==> src/rtl/seg7_scan_decoder_if.sv <==
// Bundle of the display-bus tap and the frame output handshake.
// The master side is the environment that drives the display bus and
// consumes frames. The slave side is the decoder.
interface seg7_scan_decoder_if;
    logic [7:0]  AN_I;
    logic [7:0]  SEG_I;
    logic        RDY_I;
    logic        CLR_I;
    logic [31:0] DATA_O;
    logic [7:0]  DP_O;
    logic [7:0]  BAD_O;
    logic        VLD_O;
    logic        ERR_O;
    logic        OVF_O;

    modport master (
        output AN_I, SEG_I, RDY_I, CLR_I,
        input  DATA_O, DP_O, BAD_O, VLD_O, ERR_O, OVF_O
    );

    modport slave (
        input  AN_I, SEG_I, RDY_I, CLR_I,
        output DATA_O, DP_O, BAD_O, VLD_O, ERR_O, OVF_O
    );
endinterface

==> src/rtl/seg7_scan_decoder.sv <==
// Recovers the eight hex digits and decimal points from a multiplexed
// 7-segment bus. A digit is captured once its anode/segment pair has been
// steady for STABLE_CYC samples. One frame is emitted each time all eight
// digits have been seen.
module seg7_scan_decoder #(
    parameter int STABLE_CYC = 4
) (
    input logic               CLK,
    input logic               RST,
    seg7_scan_decoder_if.slave bus
);

    localparam int CW = $clog2(STABLE_CYC + 1);
    localparam logic [CW-1:0] CNT_MAX = CW'(STABLE_CYC);

    logic [7:0]    s_an_reg;
    logic [7:0]    s_seg_reg;
    logic [CW-1:0] cnt_reg;
    logic          armed_reg;
    logic [7:0]    seen_reg;
    logic [31:0]   nib_reg;
    logic [7:0]    dp_reg;
    logic [7:0]    bad_reg;
    logic [31:0]   data_reg;
    logic [7:0]    dp_out_reg;
    logic [7:0]    bad_out_reg;
    logic          vld_reg;
    logic          err_reg;
    logic          ovf_reg;

    logic          same_sample;
    logic [7:0]    an_sel;
    logic          one_digit;
    logic          capture;
    logic [7:0]    cap_en;
    logic [3:0]    dec_nib;
    logic          dec_ok;
    logic          frame_load;

    assign same_sample = (bus.AN_I == s_an_reg) && (bus.SEG_I == s_seg_reg);

    // Anodes are active-low, so the inverted sample is one-hot for a real digit.
    assign an_sel    = ~s_an_reg;
    assign one_digit = (an_sel != 8'h00) && ((an_sel & (an_sel - 8'h01)) == 8'h00);
    assign capture   = (cnt_reg == CNT_MAX) && armed_reg && one_digit;
    assign frame_load = (seen_reg == 8'hFF);

    generate
        for (genvar gi = 0; gi < 8; gi++) begin : g_cap
            assign cap_en[gi] = capture && an_sel[gi];
        end
    endgenerate

    // Segment pattern to nibble. Anything not in the hex table is flagged bad.
    always_comb begin
        dec_nib = 4'h0;
        dec_ok  = 1'b1;
        case (s_seg_reg[6:0])
            7'h3F: dec_nib = 4'h0;
            7'h06: dec_nib = 4'h1;
            7'h5B: dec_nib = 4'h2;
            7'h4F: dec_nib = 4'h3;
            7'h66: dec_nib = 4'h4;
            7'h6D: dec_nib = 4'h5;
            7'h7D: dec_nib = 4'h6;
            7'h27: dec_nib = 4'h7;
            7'h7F: dec_nib = 4'h8;
            7'h67: dec_nib = 4'h9;
            7'h77: dec_nib = 4'hA;
            7'h7C: dec_nib = 4'hB;
            7'h39: dec_nib = 4'hC;
            7'h5E: dec_nib = 4'hD;
            7'h79: dec_nib = 4'hE;
            7'h71: dec_nib = 4'hF;
            default: dec_ok = 1'b0;
        endcase
    end

    // Input sampling, stability counting and one-shot capture arming.
    always_ff @(posedge CLK) begin
        if (RST) begin
            s_an_reg  <= 8'h00;
            s_seg_reg <= 8'h00;
            cnt_reg   <= '0;
            armed_reg <= 1'b0;
        end else begin
            s_an_reg  <= bus.AN_I;
            s_seg_reg <= bus.SEG_I;
            if (same_sample) begin
                if (cnt_reg != CNT_MAX)
                    cnt_reg <= cnt_reg + CW'(1);
                if (capture)
                    armed_reg <= 1'b0;
            end else begin
                cnt_reg   <= CW'(1);
                armed_reg <= 1'b1;
            end
        end
    end

    // Per-digit stores; a later capture of the same digit overwrites the earlier one.
    always_ff @(posedge CLK) begin
        if (RST) begin
            nib_reg  <= 32'h0;
            dp_reg   <= 8'h00;
            bad_reg  <= 8'h00;
            seen_reg <= 8'h00;
        end else begin
            for (int i = 0; i < 8; i++) begin
                if (cap_en[i]) begin
                    nib_reg[4*i +: 4] <= dec_nib;
                    dp_reg[i]         <= s_seg_reg[7];
                    bad_reg[i]        <= ~dec_ok;
                end
            end
            seen_reg <= frame_load ? cap_en : (seen_reg | cap_en);
        end
    end

    // Frame output, handshake and sticky status flags (set beats clear).
    always_ff @(posedge CLK) begin
        if (RST) begin
            data_reg    <= 32'h0;
            dp_out_reg  <= 8'h00;
            bad_out_reg <= 8'h00;
            vld_reg     <= 1'b0;
            err_reg     <= 1'b0;
            ovf_reg     <= 1'b0;
        end else begin
            if (frame_load) begin
                data_reg    <= nib_reg;
                dp_out_reg  <= dp_reg;
                bad_out_reg <= bad_reg;
                vld_reg     <= 1'b1;
            end else if (vld_reg && bus.RDY_I) begin
                vld_reg <= 1'b0;
            end

            if (capture && !dec_ok)
                err_reg <= 1'b1;
            else if (bus.CLR_I)
                err_reg <= 1'b0;

            if (frame_load && vld_reg && !bus.RDY_I)
                ovf_reg <= 1'b1;
            else if (bus.CLR_I)
                ovf_reg <= 1'b0;
        end
    end

    assign bus.DATA_O = data_reg;
    assign bus.DP_O   = dp_out_reg;
    assign bus.BAD_O  = bad_out_reg;
    assign bus.VLD_O  = vld_reg;
    assign bus.ERR_O  = err_reg;
    assign bus.OVF_O  = ovf_reg;

endmodule
==> src/flat_wrapper.sv <==
// flat-port wrapper written by rule: the top's interface ports become plain ports
module seg7_scan_decoder_flat 
#(
    parameter int STABLE_CYC = 4
)
  (CLK, RST, bus_AN_I, bus_SEG_I, bus_RDY_I, bus_CLR_I, bus_DATA_O, bus_DP_O, bus_BAD_O, bus_VLD_O, bus_ERR_O, bus_OVF_O);
  seg7_scan_decoder_if bus_i ();
  input logic CLK;
  input logic RST;
  input wire logic [$bits(bus_i.AN_I)-1:0] bus_AN_I;
  input wire logic [$bits(bus_i.SEG_I)-1:0] bus_SEG_I;
  input wire logic [$bits(bus_i.RDY_I)-1:0] bus_RDY_I;
  input wire logic [$bits(bus_i.CLR_I)-1:0] bus_CLR_I;
  output wire logic [$bits(bus_i.DATA_O)-1:0] bus_DATA_O;
  output wire logic [$bits(bus_i.DP_O)-1:0] bus_DP_O;
  output wire logic [$bits(bus_i.BAD_O)-1:0] bus_BAD_O;
  output wire logic [$bits(bus_i.VLD_O)-1:0] bus_VLD_O;
  output wire logic [$bits(bus_i.ERR_O)-1:0] bus_ERR_O;
  output wire logic [$bits(bus_i.OVF_O)-1:0] bus_OVF_O;
  assign bus_i.AN_I = bus_AN_I;
  assign bus_i.SEG_I = bus_SEG_I;
  assign bus_i.RDY_I = bus_RDY_I;
  assign bus_i.CLR_I = bus_CLR_I;
  assign bus_DATA_O = bus_i.DATA_O;
  assign bus_DP_O = bus_i.DP_O;
  assign bus_BAD_O = bus_i.BAD_O;
  assign bus_VLD_O = bus_i.VLD_O;
  assign bus_ERR_O = bus_i.ERR_O;
  assign bus_OVF_O = bus_i.OVF_O;
  seg7_scan_decoder #(.STABLE_CYC(STABLE_CYC)) u_core (.CLK(CLK), .RST(RST), .bus(bus_i));
endmodule
==> config.mk <==
export PLATFORM = sky130hd
export DESIGN_NAME = seg7_scan_decoder_flat
export DESIGN_NICKNAME = d
export VERILOG_FILES = /design/src/rtl/seg7_scan_decoder_if.sv /design/src/rtl/seg7_scan_decoder.sv /design/src/flat_wrapper.sv
export SDC_FILE = /design/constraint.sdc
export NUM_CORES = 1
export LEC_CHECK = 0
export BUFFER_PORTS_ARGS = -buffer_cell sky130_fd_sc_hd__buf_4
export CELL_PAD_IN_SITES_DETAIL_PLACEMENT = 1
export CELL_PAD_IN_SITES_GLOBAL_PLACEMENT = 2
export CORE_MARGIN = 2
export CORE_UTILIZATION = 34
export DETAILED_ROUTE_END_ITERATION = 8
export GPL_ROUTABILITY_DRIVEN = 1
export PLACE_DENSITY = 0.8
export SYNTH_ARGS = -nofsm -noshare
export SYNTH_HDL_FRONTEND = slang
export SYNTH_SLANG_ARGS = --single-unit
==> constraint.sdc <==
create_clock -name CLK -period 2.3 [get_ports CLK]
set_input_delay 0.23 -clock CLK [delete_from_list [all_inputs] [get_ports CLK]]
set_output_delay 0.23 -clock CLK [all_outputs]
set_load 0.02 [all_outputs]
==> flow_summary.yaml <==
critical_path:
  worstPathMaxFanout: 7
  worstPathArrival_ns: 2.49
  start_kind: "register"
  cp.required_ns: 2.63
  path_delay_family: "simple AND/OR/NAND/NOR gates"
  slowest_delay_ns: 0.62
  endpoint_kind: "register"
  critPathBufInv: 0
  path_cells: "nand4_2 -> nor2_1 -> nor3_1 -> or3_1 -> mux2i_1"
  path_class: "register to register"
  crit_path_top_delay_cell: "nor3_1"
placement:
  gp_congestion: 0.825
  place_inst: 791
  placed_area_um2: 5710
  dp_hpwl_um: 8970
  port-buffer-count: 70
  pre_cts_ws_ns: 0.0593
power_and_ir_drop:
  internal_power_mw: 4.09
  p_sw_frac: 0.205
  p_total_mw: 5.15
  p_sw_mw: 1.06
  power_density_nw_per_um2: 814
  p_seq_frac: 0.438
  pwr-share-comb: 0.033
  p_leak_nw: 2.50
  clkPwrFrac: 0.529
  peakVddDrop_mv: 0.434
logic_synthesis:
  synth_top_area_cell: "dfxtp_1"
  mappedNetlistNets: 588
  synth_top_area_share: 0.504
  synth_area_um2: 5040
  synth.avg_cell_area_um2: 8.91
  syn_inst: 566
  ys_seq_area_frac: 0.504
  yosys-top-cells-area: "dfxtp_1, nand2_1, mux2i_1, a21oi_1, nand2b_1"
  synth_warnings: 0
  ys_dominant_reg_cell: "dfxtp_1"
  synth-edff-count: 0
  ys_ff_latch: 127
  synth-async-reset-ratio: 0
  ys_types: 51
timing:
  drv_slew: 0
  rsz0062_at_grt: "false"
  fin_skew_ns: 0.00773
  hold_ws_ns: 0.0435
  worst_slew_pin_slew_ns: 1.10
  period_share: 0.936
  fmax_mhz: 464
  period_needed_ns: 2.15
  setup_viol: 0
  setup_tns_ns: 0
  slew_headroom: 0.268
  worst_slack_ns: 0.147
  hold_violations: 0
finish:
  fin_area_um2: 6320
  drive_gt1_frac: 0.190
  diodes: 0
  area_growth_pct: 25.3
  utilization: 0.435
  nets: 648
  stdcell_count: 822
  fillCellCount: 1694
detailed_routing:
  dr.pass1.iters: 4
  viasPerCell: 4.94
  routed_wl_um: 13100
  drc: 0
  drt_iter0_markers: 187
  vias: 4064
  routedWlPerCell_um: 15.9
  antenna_left: 0
clock_network:
  h-tree-depth: 4
  cts_buffer_depth: 2
  root_buffer: "clkbuf_16"
  clock-sinks: 127
  cts_buffers: 17
  cts_tree: "built"
  postCtsSetupBuffers: 0
  hold_buffers: 0
  clk_latency_ns: 0.42
  clk_pin_slew_ns: 0.06
floorplan:
  die-area_um2: 15800
  die_y_um: 126
  die_x_um: 126
  start_util: 0.347
  ios: 71
  coreArea_um2: 14500
  rows: 44
global_routing:
  antenna_found_initial: 0
  overflow: 0
  grt_pass1_wl_um: 21600
  grt_usage: 0.172
  grt_pass1_vias: 4267
  grt_max_degree: 59
run:
  maxCapViolCount: 0
hold_path:
  hold_path.class: "input port to register"
run_status:
  status: "finished, final reports clean"
[worst register-to-register path, cell delays in order (launching register included)]
cell and delay (ns):
dfxtp_1 0.37, nand4_2 0.21, nor2_1 0.10, nor3_1 0.62, or3_1 0.52, mux2i_1 0.26
[metal layers]
layer | track usage | wire [µm] | vias to the layer above | part of all wire
met5 | 0 | 0 | - | 0
met4 | 0.0672 | 206 | 0 | 0.016
met3 | 0.0399 | 440 | 18 | 0.034
met2 | 0.289 | 6470 | 64 | 0.49
met1 | 0.214 | 6000 | 1971 | 0.46
li1 | - | - | 2011 | -
[synth_stat cells, drive strengths merged, types with 9 or more instances]
library cell / number
nor2: 24
nand3b: 9
nand2b: 33
nand2: 115
nor3: 9
clkbuf: 27
buf: 11
a21oi: 65
dfxtp: 127
xnor2: 18
mux2i: 36
o21ai: 11
nor2b: 20
[path summary, 6_finish.rpt]
kind | cells past startpoint | slack, ns | end | from
setup reg to reg | 5 | 0.15 | u_core.nib_reg[8] | u_core.s_an_reg[2]
hold / removal | 2 | 0.04 | u_core.s_seg_reg[2] | bus_SEG_I[2]
setup / recovery | 5 | 0.15 | u_core.nib_reg[8] | u_core.s_an_reg[2]
hold reg to reg | 2 | 0.45 | u_core.bus.BAD_O[7] | u_core.bad_reg[7]
[layout make-up]
type,instances,area (µm²),share of cell area
flip-flops and latches,127,2540,0.403
multi-input cells,395,2320,0.368
repair buffers,79,593,0.0938
clock buffers,27,533,0.0843
well taps,184,230,0.0364
clock inverters,4,72.6,0.0115
inverters,6,22.5,0.00356
[logic make-up (layout without fill, tap and decap cells)]
logic type | Yosys count | count (layout) | share of synthesized area
simple gates | 238 | 238 | 0.232
flops | 127 | 127 | 0.504
compound gates | 97 | 97 | 0.112
buf+inv | 44 | 116 | 0.0365
mux | 37 | 37 | 0.0737
xor+xnor | 21 | 21 | 0.0365
fa+ha+maj | 2 | 2 | 0.00496
[repair_timing]
action                     in CTS  in global routing
hold endpoints to repair        0                  0
setup endpoints to repair       0                  9
resized for setup               0                  3
[cell usage in the layout, fill, tap and decap left out, types with 6 or more instances in the layout]
| cell type | netlist | layout |
|---|---|---|
| nand2_1 | 115 | 115 |
| inv_1 | 6 | 6 |
| a21oi_1 | 64 | 64 |
| buf_4 | 0 | 79 |
| clkbuf_8 | 0 | 7 |
| nand3b_1 | 9 | 9 |
| nor2_1 | 24 | 23 |
| o21ai_0 | 7 | 7 |
| clkbuf_16 | 0 | 17 |
| nor3_1 | 7 | 7 |
| nand2b_1 | 33 | 33 |
| mux2i_1 | 36 | 36 |
| dfxtp_1 | 127 | 125 |
| nand4_1 | 7 | 7 |
| xnor2_1 | 18 | 18 |
| nor2b_1 | 20 | 20 |
[power groups by stage]
stage               logic [mW]  registers, mW  clock network (mW)
finish                   0.168           2.26                2.72
global route             0.184           2.26                2.88
CTS                      0.169           2.25                2.78
detailed placement       0.167           2.30                   0
global placement         0.161           2.30                   0
floorplan                0.123           2.28                   0
(Power assumes the default switching activity.)
